### src/rtl/uart_tx_arbiter.sv
// uart_tx_arbiter: round-robin sharing of one uart_tx among four byte
// requesters, with per-requester grant lock and a completion watchdog.
module uart_tx_arbiter #(
    parameter int GAP_CYCLES = 16,
    parameter int TIMEOUT    = 200000
) (
    input  logic        clk,
    input  logic        rst,
    input  logic [3:0]  req_valid,
    input  logic [31:0] req_data,
    input  logic [3:0]  req_lock,
    output logic [3:0]  req_ready,
    output logic [7:0]  tx_data,
    output logic        tx_en,
    input  logic        tx_busy,
    input  logic        tx_done,
    output logic [3:0]  grant,
    output logic        sent,
    output logic        timeout_err,
    input  logic        err_clr
);
    localparam int TW = (TIMEOUT > 2) ? $clog2(TIMEOUT) : 1;
    localparam int GW = (GAP_CYCLES > 1) ? $clog2(GAP_CYCLES + 1) : 1;

    typedef enum logic [2:0] {
        S_IDLE,
        S_LAUNCH,
        S_WAIT_BUSY,
        S_WAIT_DONE,
        S_GAP
    } state_t;

    state_t          r_state;
    state_t          w_next;
    logic [1:0]      r_ptr;
    logic [1:0]      r_own;
    logic [7:0]      r_data;
    logic [3:0]      r_grant;
    logic            r_sent;
    logic            r_err;
    logic [TW-1:0]   r_tcnt;
    logic [GW-1:0]   r_gcnt;

    logic [1:0]      w_pick;
    logic [1:0]      w_idx;
    logic            w_wait;
    logic            w_tout;
    logic            w_gap_end;
    logic            w_cont;
    logic            w_acc;

    // Lowest rotation offset from r_ptr wins, so scan offsets downward.
    always_comb begin
        w_pick = r_ptr;
        for (int i = 3; i >= 0; i--) begin
            if (req_valid[r_ptr + 2'(i)]) begin
                w_pick = r_ptr + 2'(i);
            end
        end
    end

    assign w_wait    = (r_state == S_WAIT_BUSY) || (r_state == S_WAIT_DONE);
    // Counter is 0 in the first wait cycle, so T-2 flags the error at tx_en+T.
    assign w_tout    = w_wait && !tx_done && (r_tcnt == TW'(TIMEOUT - 2));
    assign w_gap_end = (r_state == S_GAP) && (r_gcnt == GW'(GAP_CYCLES));
    assign w_cont    = w_gap_end && req_lock[r_own] && req_valid[r_own];
    assign w_acc     = ((r_state == S_IDLE) && (|req_valid)) || w_cont;
    assign w_idx     = w_cont ? r_own : w_pick;

    assign req_ready   = (w_acc && !rst) ? (4'b0001 << w_idx) : 4'b0000;
    assign tx_en       = (r_state == S_LAUNCH);
    assign tx_data     = r_data;
    assign grant       = r_grant;
    assign sent        = r_sent;
    assign timeout_err = r_err;

    always_ff @(posedge clk) begin
        if (rst) begin
            r_state <= S_IDLE;
        end else begin
            r_state <= w_next;
        end
    end

    always_comb begin
        w_next = r_state;
        unique case (r_state)
            S_IDLE: begin
                if (|req_valid) w_next = S_LAUNCH;
            end
            S_LAUNCH: begin
                w_next = S_WAIT_BUSY;
            end
            S_WAIT_BUSY: begin
                if (tx_done || w_tout) w_next = S_GAP;
                else if (tx_busy)      w_next = S_WAIT_DONE;
            end
            S_WAIT_DONE: begin
                if (tx_done || w_tout) w_next = S_GAP;
            end
            S_GAP: begin
                if (w_gap_end) w_next = w_cont ? S_LAUNCH : S_IDLE;
            end
            default: begin
                w_next = S_IDLE;
            end
        endcase
    end

    always_ff @(posedge clk) begin
        if (rst) begin
            r_ptr   <= 2'd0;
            r_own   <= 2'd0;
            r_data  <= 8'h00;
            r_grant <= 4'b0000;
            r_sent  <= 1'b0;
            r_err   <= 1'b0;
            r_tcnt  <= '0;
            r_gcnt  <= '0;
        end else begin
            r_sent <= w_wait && tx_done;

            if (w_tout) begin
                r_err <= 1'b1;
            end else if (err_clr) begin
                r_err <= 1'b0;
            end

            if (r_state == S_LAUNCH) begin
                r_tcnt <= '0;
            end else if (w_wait) begin
                r_tcnt <= r_tcnt + 1'b1;
            end

            if ((r_state == S_GAP) && !w_gap_end) begin
                r_gcnt <= r_gcnt + 1'b1;
            end else begin
                r_gcnt <= '0;
            end

            if (w_acc) begin
                r_data  <= req_data[{w_idx, 3'b000} +: 8];
                r_own   <= w_idx;
                r_grant <= 4'b0001 << w_idx;
            end else if (w_gap_end) begin
                r_ptr   <= r_own + 2'd1;
                r_grant <= 4'b0000;
            end
        end
    end

endmodule

### config.mk
export PLATFORM = sky130hd
export DESIGN_NAME = uart_tx_arbiter
export DESIGN_NICKNAME = d
export VERILOG_FILES = /design/src/rtl/uart_tx_arbiter.sv
export SDC_FILE = /design/constraint.sdc
export NUM_CORES = 1
export LEC_CHECK = 0
export CAP_MARGIN = 10
export CORE_ASPECT_RATIO = 0.7
export CORE_UTILIZATION = 26
export DETAILED_ROUTE_END_ITERATION = 7
export GPL_TIMING_DRIVEN = 0
export PLACE_DENSITY = 0.5
export SYNTH_ARGS = -nofsm -noshare
export SYNTH_HDL_FRONTEND = slang
export SYNTH_SLANG_ARGS = --single-unit
### constraint.sdc
create_clock -name clk -period 5.95 [get_ports clk]
set_input_delay 1.19 -clock clk [delete_from_list [all_inputs] [get_ports clk]]
set_output_delay 1.19 -clock clk [all_outputs]
set_load 0.01 [all_outputs]
==> results.cfg, run 1 <==
[status]
status = finished, final reports clean

[drt]
antenna_left = 0
via_count = 2007
first_pass_iters = 4
wl_per_cell_um = 13.1
drt_wl_total_um = 5830
drt_iter0_drc = 68
vias_per_cell = 4.51
drc = 0

[pwr]
clkPwrFrac_pct = 40.5
switching_share_pct = 24.2
p_int_mw = 0.620
combPwrFrac_pct = 19.9
switchingPower_mw = 0.198
seqPwrFrac_pct = 39.6
ir_worst_vdd_mv = 0.163
p_leak_nw = 1.13
power_density_mw_per_mm2 = 249

[worst_setup_path]
r2r-start = r_gcnt[0]$_SDFF_PP0_
end_kind = output pin
required_ps = 4760
critPathLaunchType = input pin
arrival_ps = 4030
rr_worst_depth = 10
ff2ff_setup_slack_ps = 3460
setup.worst_path.class = in -> out
crit_fanout = 9
r2r-end = tx_data[6]$_SDFFE_PP0P_

[min_path]
min_to = grant[0]$_SDFFE_PP0P_
min_path_type = reg -> reg
min_path_cells = 2
hold_start = grant[0]$_SDFFE_PP0P_

[place]
port_buffers = 63
dp_slack_ps = 728
dp_cells = 437
routabilityCongestion = 0.778
dpl.hpwl_um = 4680
place_area_sq_mm = 0.00311

[logic_synthesis]
netlist_instances = 254
synth_seq_cells = 44
syn_area_per_cell_sq_um = 9.17
synth_area_sq_mm = 0.00233
ys_types = 51
async_flop_share_pct = 0
synth_nets = 303
synth_flop_cell = dfxtp_1
yosys_warnings = 0
synth-edff-count = 0
ys_seq_area_share_pct = 37.8

[global_route]
grt_pass1_vias = 1800
grt_max_degree = 14
globalRoute.totalOverflow = 0
antenna_found_initial = 0
grt_pass1_wl_um = 9250
track_usage_pct = 12.9

[floorplan]
rows = 28
start_util_pct = 27.1
pin_count = 64
core-area_sq_mm = 0.00858
fp.dieH_um = 81.2
chipWidth_um = 115
dieArea_sq_mm = 0.00935

[clocking]
cts_repair_resize_count = 0
cts_setup_buffers = 0
cts-buffers-inserted = 5
postCtsHoldBufs = 0
clk_latency_ps = 280
clock_sinks = 44
cts_tree = yes
cts.path.max_buffers = 2
htreeDepth = 2
path_clk_slew_ps = 60
root_buffer = clkbuf_16

[cells_and_area]
design_area_sq_mm = 0.00329
area_growth_pct = 41.4
multi_input_area_sq_mm = 0.00133
n_antenna_cell = 0
layout-drive-gt1-share_pct = 8.92
layout.cells.non_filler = 445
layout.nets = 373
register_area_sq_um = 881
filler_cell_count = 873

[sta]
tns_ps = 0
tightest_slew_ps = 569
max_freq_ghz = 0.192
fin_crit_ps = 5220
hold_violations = 0
slew_headroom_pct = 61.7
post-route-period-util_pct = 87.7
finalWorstSetupSlack_ps = 734
finalClockSkew_ps = 2.49
final_max_slew_viol_count = 0
rsz0062_at_grt = false
final-setup-viol-count = 0

[job]
drv_cap = 0
[power groups by stage]
stage | Clock [mW] | Sequential, mW | Combinational [mW]
2_1_floorplan | 0 | 0.334 | 0.0809
3_3_place_gp | 0 | 0.330 | 0.166
3_5_place_dp | 0 | 0.331 | 0.164
4_1_cts | 0.340 | 0.324 | 0.165
5_1_grt | 0.352 | 0.327 | 0.178
6_report | 0.331 | 0.324 | 0.163
[how the worst max path moves through the flow]
| stage | slack (ps) | from | endpoint | cells past startpoint |
|---|---|---|---|---|
| 4_1_cts | 710 | req_valid[0] | req_ready[1] | 8 |
| 6_report | 730 | req_valid[0] | req_ready[1] | 8 |
| 3_5_place_dp | 730 | req_valid[0] | req_ready[1] | 8 |
| 5_1_grt | 540 | req_valid[0] | req_ready[1] | 8 |
| 3_3_place_gp | 710 | req_valid[0] | req_ready[1] | 8 |
| 2_1_floorplan | 2070 | req_lock[3] | req_ready[2] | 7 |
[state kept, by name, summed over array words and instances, names as in the netlist]
name,flops
timeout_err,1
grant,4
r_ptr,2
sent,1
tx_data,8
r_tcnt,18
r_own,2
r_state,3
r_gcnt,5
[cell families (layout without fill, tap and decap cells)]
group           count (synthesis)  count (layout)  synth area share (%)
compound gates                 31              31                  11.6
xor+xnor                       20              20                  7.52
fa+ha+maj                       4               4                  2.15
buf+inv                        21              92                  5.16
flops                          44              44                  37.8
mux                            22              22                  10.3
simple gates                  112             112                  25.5
[metal layers]
metal	wire (um)	vias up	track usage (%)
met5	0	-	0
met4	55	0	3.12
met3	198	5	2.69
met2	2220	26	16.4
met1	3350	930	20.8
li1	-	1046	-
[placed cells by master (no fill, tap or decap), drive strengths merged, types with 5 or more instances in the layout]
| cell | instances |
|---|---|
| mux2i | 19 |
| a21oi | 9 |
| inv | 10 |
| xor2 | 13 |
| nand3 | 15 |
| buf | 7 |
| nor2 | 39 |
| clkbuf | 10 |
| o221ai | 9 |
| nor3 | 6 |
| a211oi | 5 |
| dfxtp | 44 |
| clkdlybuf4s50 | 63 |
| xnor2 | 7 |
| nand4 | 6 |
| nand2 | 10 |
| nand3b | 9 |
[per-stage QoR]
stage	total power, mW	hold slack, ps	util [%]
after floorplan	0.414	430	-
after global placement	0.496	450	36.2
after detailed placement	0.495	457	36.2
after CTS	0.830	471	38.4
after global routing	0.858	492	38.4
final	0.819	466	38.4
[worst max-delay path, stage by stage]
cell             delay (ps)
clkdlybuf4s50_1         550
and2_1                  220
mux4_2                  510
nand2_1                 120
mux2i_2                 390
nand2_1                 330
nor2_1                  170
clkdlybuf4s50_1         550
[final cells by class]
cell class | count | area share [%]
clock buffers | 7 | 4.64
flip-flops and latches | 44 | 26.7
repair buffers | 63 | 19.1
well taps | 120 | 4.56
inverters | 10 | 1.14
multi-input cells | 189 | 40.3
clock inverters | 1 | 0.912
plain buffers | 11 | 2.51
[synth_stat cells (2+ instances only)]
| cell | n | area share [%] |
|---|---|---|
| xnor2_1 | 7 | 2.6 |
| xor2_1 | 13 | 4.9 |
| dfxtp_1 | 44 | 38 |
| buf_6 | 3 | 1.4 |
| and3_1 | 3 | 0.81 |
| nor2_1 | 39 | 6.3 |
| nor3_1 | 6 | 1.3 |
| nor3b_1 | 2 | 0.64 |
| nand3b_1 | 9 | 2.9 |
| o221ai_1 | 9 | 3.4 |
| mux2_2 | 2 | 0.97 |
| nand4_1 | 6 | 1.6 |
| ha_1 | 4 | 2.1 |
| and2_1 | 2 | 0.54 |
| and2b_1 | 2 | 0.64 |
| and3b_1 | 2 | 0.75 |
| a21oi_1 | 8 | 1.7 |
| nor4b_1 | 2 | 0.75 |
| nand3_1 | 15 | 3.2 |
| nor2b_1 | 2 | 0.54 |
| a211oi_1 | 4 | 1.3 |
| and2_2 | 2 | 0.64 |
| mux2i_1 | 18 | 7.7 |
| or3_1 | 2 | 0.54 |
| inv_1 | 10 | 1.6 |
| nand2_1 | 10 | 1.6 |
| buf_2 | 2 | 0.43 |
| clkbuf_1 | 3 | 0.48 |
Note: power is estimated with default switching activity, not from simulation.
==> inputs of run 2 (changes only) <==
--- a/config.mk
+++ b/config.mk
@@ -5,6 +5,7 @@
 export SDC_FILE = /design/constraint.sdc
 export NUM_CORES = 1
 export LEC_CHECK = 0
+export ABC_AREA = 1
 export CAP_MARGIN = 10
 export CORE_ASPECT_RATIO = 0.7
 export CORE_UTILIZATION = 26
==> run 2 against run 1 <==
Net effect:
- area after synthesis is 8.6% higher
- clock skew up 4.9 ps
- critical path type unchanged
- design area rose by 5.2%
- largest power group is now combinational cells
- non-clock buffer count stayed put
- sequential power is 15% higher
- synthesized cell count rose by 52%
- largest cell class unchanged
- count of clock-buffer cells in the layout is the same
- cell count grew 31%
==> results.cfg, run 2 <==
[status]
status = finished, final reports clean

[worst_setup_path]
crit_start = req_valid[0]
end_kind = output pin
crit_fanout = 10
required_ps = 4760
r2r-start = r_state[1]$_SDFFE_PP0P_
arrival_ps = 3610
setup.worst_path.class = in -> out
r2r-end = r_tcnt[17]$_SDFFE_PP0N_
ff2ff_setup_slack_ps = 3900
critPathLaunchType = input pin
rr_worst_depth = 10

[floorplan]
chipWidth_um = 120
fp.dieH_um = 84.5
dieArea_sq_mm = 0.0101
pin_count = 64
start_util_pct = 27.3
rows = 29
core-area_sq_mm = 0.00925

[clocking]
clock_sinks = 44
postCtsHoldBufs = 0
cts-buffers-inserted = 5
cts_setup_buffers = 0
cts_tree = yes
clk_latency_ps = 290
path_clk_slew_ps = 60
cts.path.max_buffers = 2
htreeDepth = 2
cts_repair_resize_count = 0
root_buffer = clkbuf_16

[logic_synthesis]
synth-edff-count = 0
synth_nets = 435
netlist_instances = 386
synthTopCellsByCount = nand2_1 (86), nand3_1 (49), nor2_1 (46)
synth_flop_cell = dfxtp_1
synth_most_common_cell = nand2_1
yosys_warnings = 0
syn_area_per_cell_sq_um = 6.55
synth_seq_cells = 44
synth_area_leaders = dfxtp_1 (35%), nand2_1 (13%), nand3_1 (9.7%)
ys_seq_area_share_pct = 34.8
ys_types = 36
yosys.area.top_type = dfxtp_1
async_flop_share_pct = 0
synth_top_area_share_pct = 34.8
synth_area_sq_mm = 0.00253

[cells_and_area]
multi_input_area_sq_mm = 0.00139
mostFrequentLayoutCell = nand2_1
filler_cell_count = 981
design_area_sq_mm = 0.00347
layout-drive-gt1-share_pct = 8.10
layout.cells.non_filler = 581
regMostFlops = r_tcnt
area_growth_pct = 37.0
register_area_sq_um = 881
largest_register_ffs = 18
layout_common_cells = nand2_1 (86), clkdlybuf4s50_1 (63), nand3_1 (49)
layout.nets = 505
n_antenna_cell = 0

[place]
dp_cells = 573
place_area_sq_mm = 0.00332
routabilityCongestion = 0.816
dpl.hpwl_um = 5680
port_buffers = 63

[sta]
post-route-period-util_pct = 80.7
max_freq_ghz = 0.208
slew_headroom_pct = 66.4
hold_violations = 0
hold_slack_ps = 468
tns_ps = 0
fin_crit_ps = 4800
final_max_slew_viol_count = 0
final-setup-viol-count = 0
finalClockSkew_ps = 7.38
rsz0062_at_grt = false
tightest_slew_ps = 504

[pwr]
ir_worst_vdd_mv = 0.102
power_density_mw_per_mm2 = 307
p_leak_nw = 1.38

[global_route]
grt_max_degree = 14
grt_pass1_wl_um = 12300
grt_pass1_vias = 2534
globalRoute.totalOverflow = 0
track_usage_pct = 15.3
antenna_found_initial = 0

[drt]
first_pass_iters = 4
drt_wl_total_um = 7350
vias_per_cell = 4.60
via_count = 2671
antenna_left = 0
drc = 0
drt_iter0_drc = 188
wl_per_cell_um = 12.7

[min_path]
hold_start = r_tcnt[5]$_SDFFE_PP0N_
min_to = r_tcnt[5]$_SDFFE_PP0N_
min_path_cells = 2
min_path_type = reg -> reg

[job]
drv_cap = 0
==> run 2: routing by layer <==
layer / vias to the layer above / global-route usage (%) / part of all wire [%]
li1: 1412 / - / -
met5: - / 0 / 0
met2: 66 / 21.7 / 39
met1: 1182 / 22.2 / 53
met4: 0 / 5.00 / 1.6
met3: 11 / 3.94 / 5.8
==> run 2: worst max path at each step <==
stage	slack [ps]	depth (start not counted)	end
6_report	1150	17	req_ready[0]
5_1_grt	900	17	req_ready[0]
4_1_cts	1150	17	req_ready[0]
3_5_place_dp	1160	17	req_ready[0]
3_3_place_gp	1170	13	req_ready[3]
2_1_floorplan	2430	9	req_ready[3]
==> run 2: power breakdown <==
| part | internal [mW] | switching, mW |
|---|---|---|
| clock network | 0.167 | 0.115 |
| registers | 0.343 | 0.0316 |
| logic | 0.177 | 0.229 |
==> run 2: critical path, stage by stage <==
cell and delay [ps]:
clkdlybuf4s50_1 570, inv_1 60, nand2_1 80, nand3_1 90
nand2_1 100, inv_2 30, nand2_1 40, nand2_1 60
nand2_1 60, nand2_1 50, nand2_1 70, nand2_2 80
nand2_1 100, buf_2 250, nand2_1 100, nor2_1 110
clkdlybuf4s50_1 550
==> run 2: area by class of cell <==
type | count | area share (%)
Buffer | 11 | 1.88
Sequential cell | 44 | 25.4
Tap cell | 124 | 4.48
Clock buffer | 7 | 4.12
Clock inverter | 1 | 0.217
Multi-Input combinational cell | 280 | 40.1
Inverter | 51 | 5.60
Timing Repair Buffer | 63 | 18.2
==> run 2: stage by stage <==
| stage | util (%) | total power [mW] | worst slack, ps |
|---|---|---|---|
| floorplan | - | 0.613 | 2430 |
| global placement | 35.8 | 0.789 | 1170 |
| detailed placement | 35.8 | 0.788 | 1160 |
| CTS | 37.5 | 1.08 | 1150 |
| global route | 37.5 | 1.15 | 899 |
| finish | 37.5 | 1.06 | 1150 |
==> run 2: cell families after synthesis <==
family / count (synthesis) / share of synthesized area (%)
buffers and inverters: 62 / 10.2
XOR/XNOR: 3 / 1.04
AND/OR/NAND/NOR: 226 / 41.4
AO/OA/AOI/OAI: 47 / 10.5
flip-flops: 44 / 34.8
adder cells (fa/ha/maj): 4 / 1.98
==> inputs of run 3 (changes only) <==
--- a/config.mk
+++ b/config.mk
@@ -11,7 +11,7 @@
 export CORE_UTILIZATION = 26
 export DETAILED_ROUTE_END_ITERATION = 7
 export GPL_TIMING_DRIVEN = 0
-export PLACE_DENSITY = 0.5
+export PLACE_DENSITY = 0.51
 export SYNTH_ARGS = -nofsm -noshare
 export SYNTH_HDL_FRONTEND = slang
 export SYNTH_SLANG_ARGS = --single-unit
==> constraint.sdc (replaced) <==
create_clock -name clk -period 4.4 [get_ports clk]
set_input_delay 0.88 -clock clk [delete_from_list [all_inputs] [get_ports clk]]
set_output_delay 0.88 -clock clk [all_outputs]
set_load 0.01 [all_outputs]
==> run 3 against run 2 <==
Net effect:
- global-route usage down 0.93 points
- clock skew up 2.1 ps
- clock power up 49%
- register-to-register slack worse by 1500 ps
- sequential share of layout area down 0.10 points
- wire length down 4.7%
- combinational power up 34%
- design area up 0.40%
- cell count unchanged
- setup slack worse by 900 ps
- highest routed layer unchanged
==> results.cfg, run 3 (same netlist as run 2, synthesis figures left out) <==
[worst_setup_path]
crit_slowest_cell = clkdlybuf4s50_1
arrival_ps = 3270
end_kind = output pin
crit_fanout = 10
timing.critical_path.mode_cell = nand2_1
setup.worst_path.class = in -> out
crit_path_cell_trace = clkdlybuf4s50_1 -> nand2_1 -> nand2_1 -> nand2_1 -> nand2_1 -> inv_2 -> nand3_1 -> nand2_1 -> a21boi_4 -> buf_6 -> nand3_1 -> nor2_1 -> clkdlybuf4s50_1
rr_worst_depth = 10
required_ps = 3520
critPathLaunchType = input pin
cpPeakStageDelay_ps = 550

[sta]
max_freq_ghz = 0.241
hold_violations = 0
fin_crit_ps = 4150
rsz0062_at_grt = false
finalClockSkew_ps = 9.49
hold_slack_ps = 462
post-route-period-util_pct = 94.3
tns_ps = 0
slew_headroom_pct = 65.2
final_max_slew_viol_count = 0
final-setup-viol-count = 0
tightest_slew_ps = 523

[cells_and_area]
design_area_sq_mm = 0.00348
layout.nets = 505
largest_register_ffs = 18
layout_common_cells = nand2_1 (86), clkdlybuf4s50_1 (63), nand3_1 (49)
register_area_sq_um = 881
layout-drive-gt1-share_pct = 8.10
regMostFlops = r_tcnt
mostFrequentLayoutCell = nand2_1
filler_cell_count = 1003
area_growth_pct = 37.5
multi_input_area_sq_mm = 0.00139
n_antenna_cell = 0

[clocking]
cts-buffers-inserted = 5
clk_latency_ps = 290
cts.path.max_buffers = 2
cts_setup_buffers = 0
clock_sinks = 44
htreeDepth = 2
cts_tree = yes
root_buffer = clkbuf_16
cts_repair_resize_count = 0
postCtsHoldBufs = 0
path_clk_slew_ps = 60

[floorplan]
chipWidth_um = 120
core-area_sq_mm = 0.00925
dieArea_sq_mm = 0.0101
pin_count = 64
rows = 29
start_util_pct = 27.3
fp.dieH_um = 84.5

[global_route]
globalRoute.totalOverflow = 0
track_usage_pct = 14.4
grt_pass1_vias = 2421
antenna_found_initial = 0
grt_max_degree = 14
grt_pass1_wl_um = 11600

[pwr]
power_density_mw_per_mm2 = 424
p_leak_nw = 1.39
seqPwrFrac_pct = 34.3
switching_share_pct = 34.2
ir_worst_vdd_mv = 0.143
combPwrFrac_pct = 37.2
switchingPower_mw = 0.504
p_int_mw = 0.970
clkPwrFrac_pct = 28.6

[min_path]
min_path_type = reg -> reg
min_path_cells = 2

[place]
port_buffers = 63
place_area_sq_mm = 0.00332
routabilityCongestion = 0.830
dpl.hpwl_um = 5430

[drt]
wl_per_cell_um = 12.1
via_count = 2623
drt_wl_total_um = 7000
vias_per_cell = 4.51
antenna_left = 0
first_pass_iters = 4
drc = 0
drt_iter0_drc = 155

[status]
status = finished, final reports clean

[job]
drv_cap = 0
[run 3: cell count changes in the layout (fill, tap and decap cells not counted)]
cell        change
clkbuf_8        -1
clkinvlp_4      -1
clkinv_2        +1
bufinv_16       +1
[run 3: worst max-delay path: cells and delay by family]
family / cells / cell delay [ps]
AO/OA/AOI/OAI: 1 / 340
buffers and inverters: 4 / 1300
AND/OR/NAND/NOR: 8 / 750
[run 3: path summary, 6_finish.rpt]
path | from | end | slack [ps]
worst max register to register | r_state[1]$_SDFFE_PP0P_ | r_tcnt[17]$_SDFFE_PP0N_ | 2380
worst max-delay path | req_valid[0] | req_ready[3] | 250
worst min-delay path | r_tcnt[5]$_SDFFE_PP0N_ | r_tcnt[5]$_SDFFE_PP0N_ | 460
worst min register to register | r_tcnt[5]$_SDFFE_PP0N_ | r_tcnt[5]$_SDFFE_PP0N_ | 460
[run 3: through the flow]
step                instances  util, %  power, mW  setup WS (ps)
global placement          573     35.8       1.06            237
finish                    581     37.6       1.47            253
detailed placement        573     35.8       1.06            256
floorplan                 386        -      0.829           1500
global route              581     37.6       1.58          0.262
CTS                       581     37.6       1.49            245
[run 3: power by group through the flow]
stage	Combinational, mW	Sequential [mW]	Clock (mW)
6_report	0.547	0.505	0.421
2_1_floorplan	0.300	0.528	0
5_1_grt	0.620	0.514	0.450
4_1_cts	0.551	0.506	0.434
3_3_place_gp	0.549	0.513	0
3_5_place_dp	0.548	0.514	0
[run 3: layout make-up]
class                           count  share of cell area [%]
Multi-Input combinational cell    280                    39.9
Clock inverter                      2                    1.01
Buffer                             11                    1.87
Clock buffer                        6                    3.70
Inverter                           51                    5.57
Sequential cell                    44                    25.3
Tap cell                          124                    4.46
Timing Repair Buffer               63                    18.1
[run 3: layer usage]
metal,part of all wire [%],up-vias,global-route usage [%]
met2,42,60,22.3
met1,52,1149,20.1
met4,0.53,0,2.73
met3,6.1,5,3.53
met5,0,-,0
li1,-,1409,-
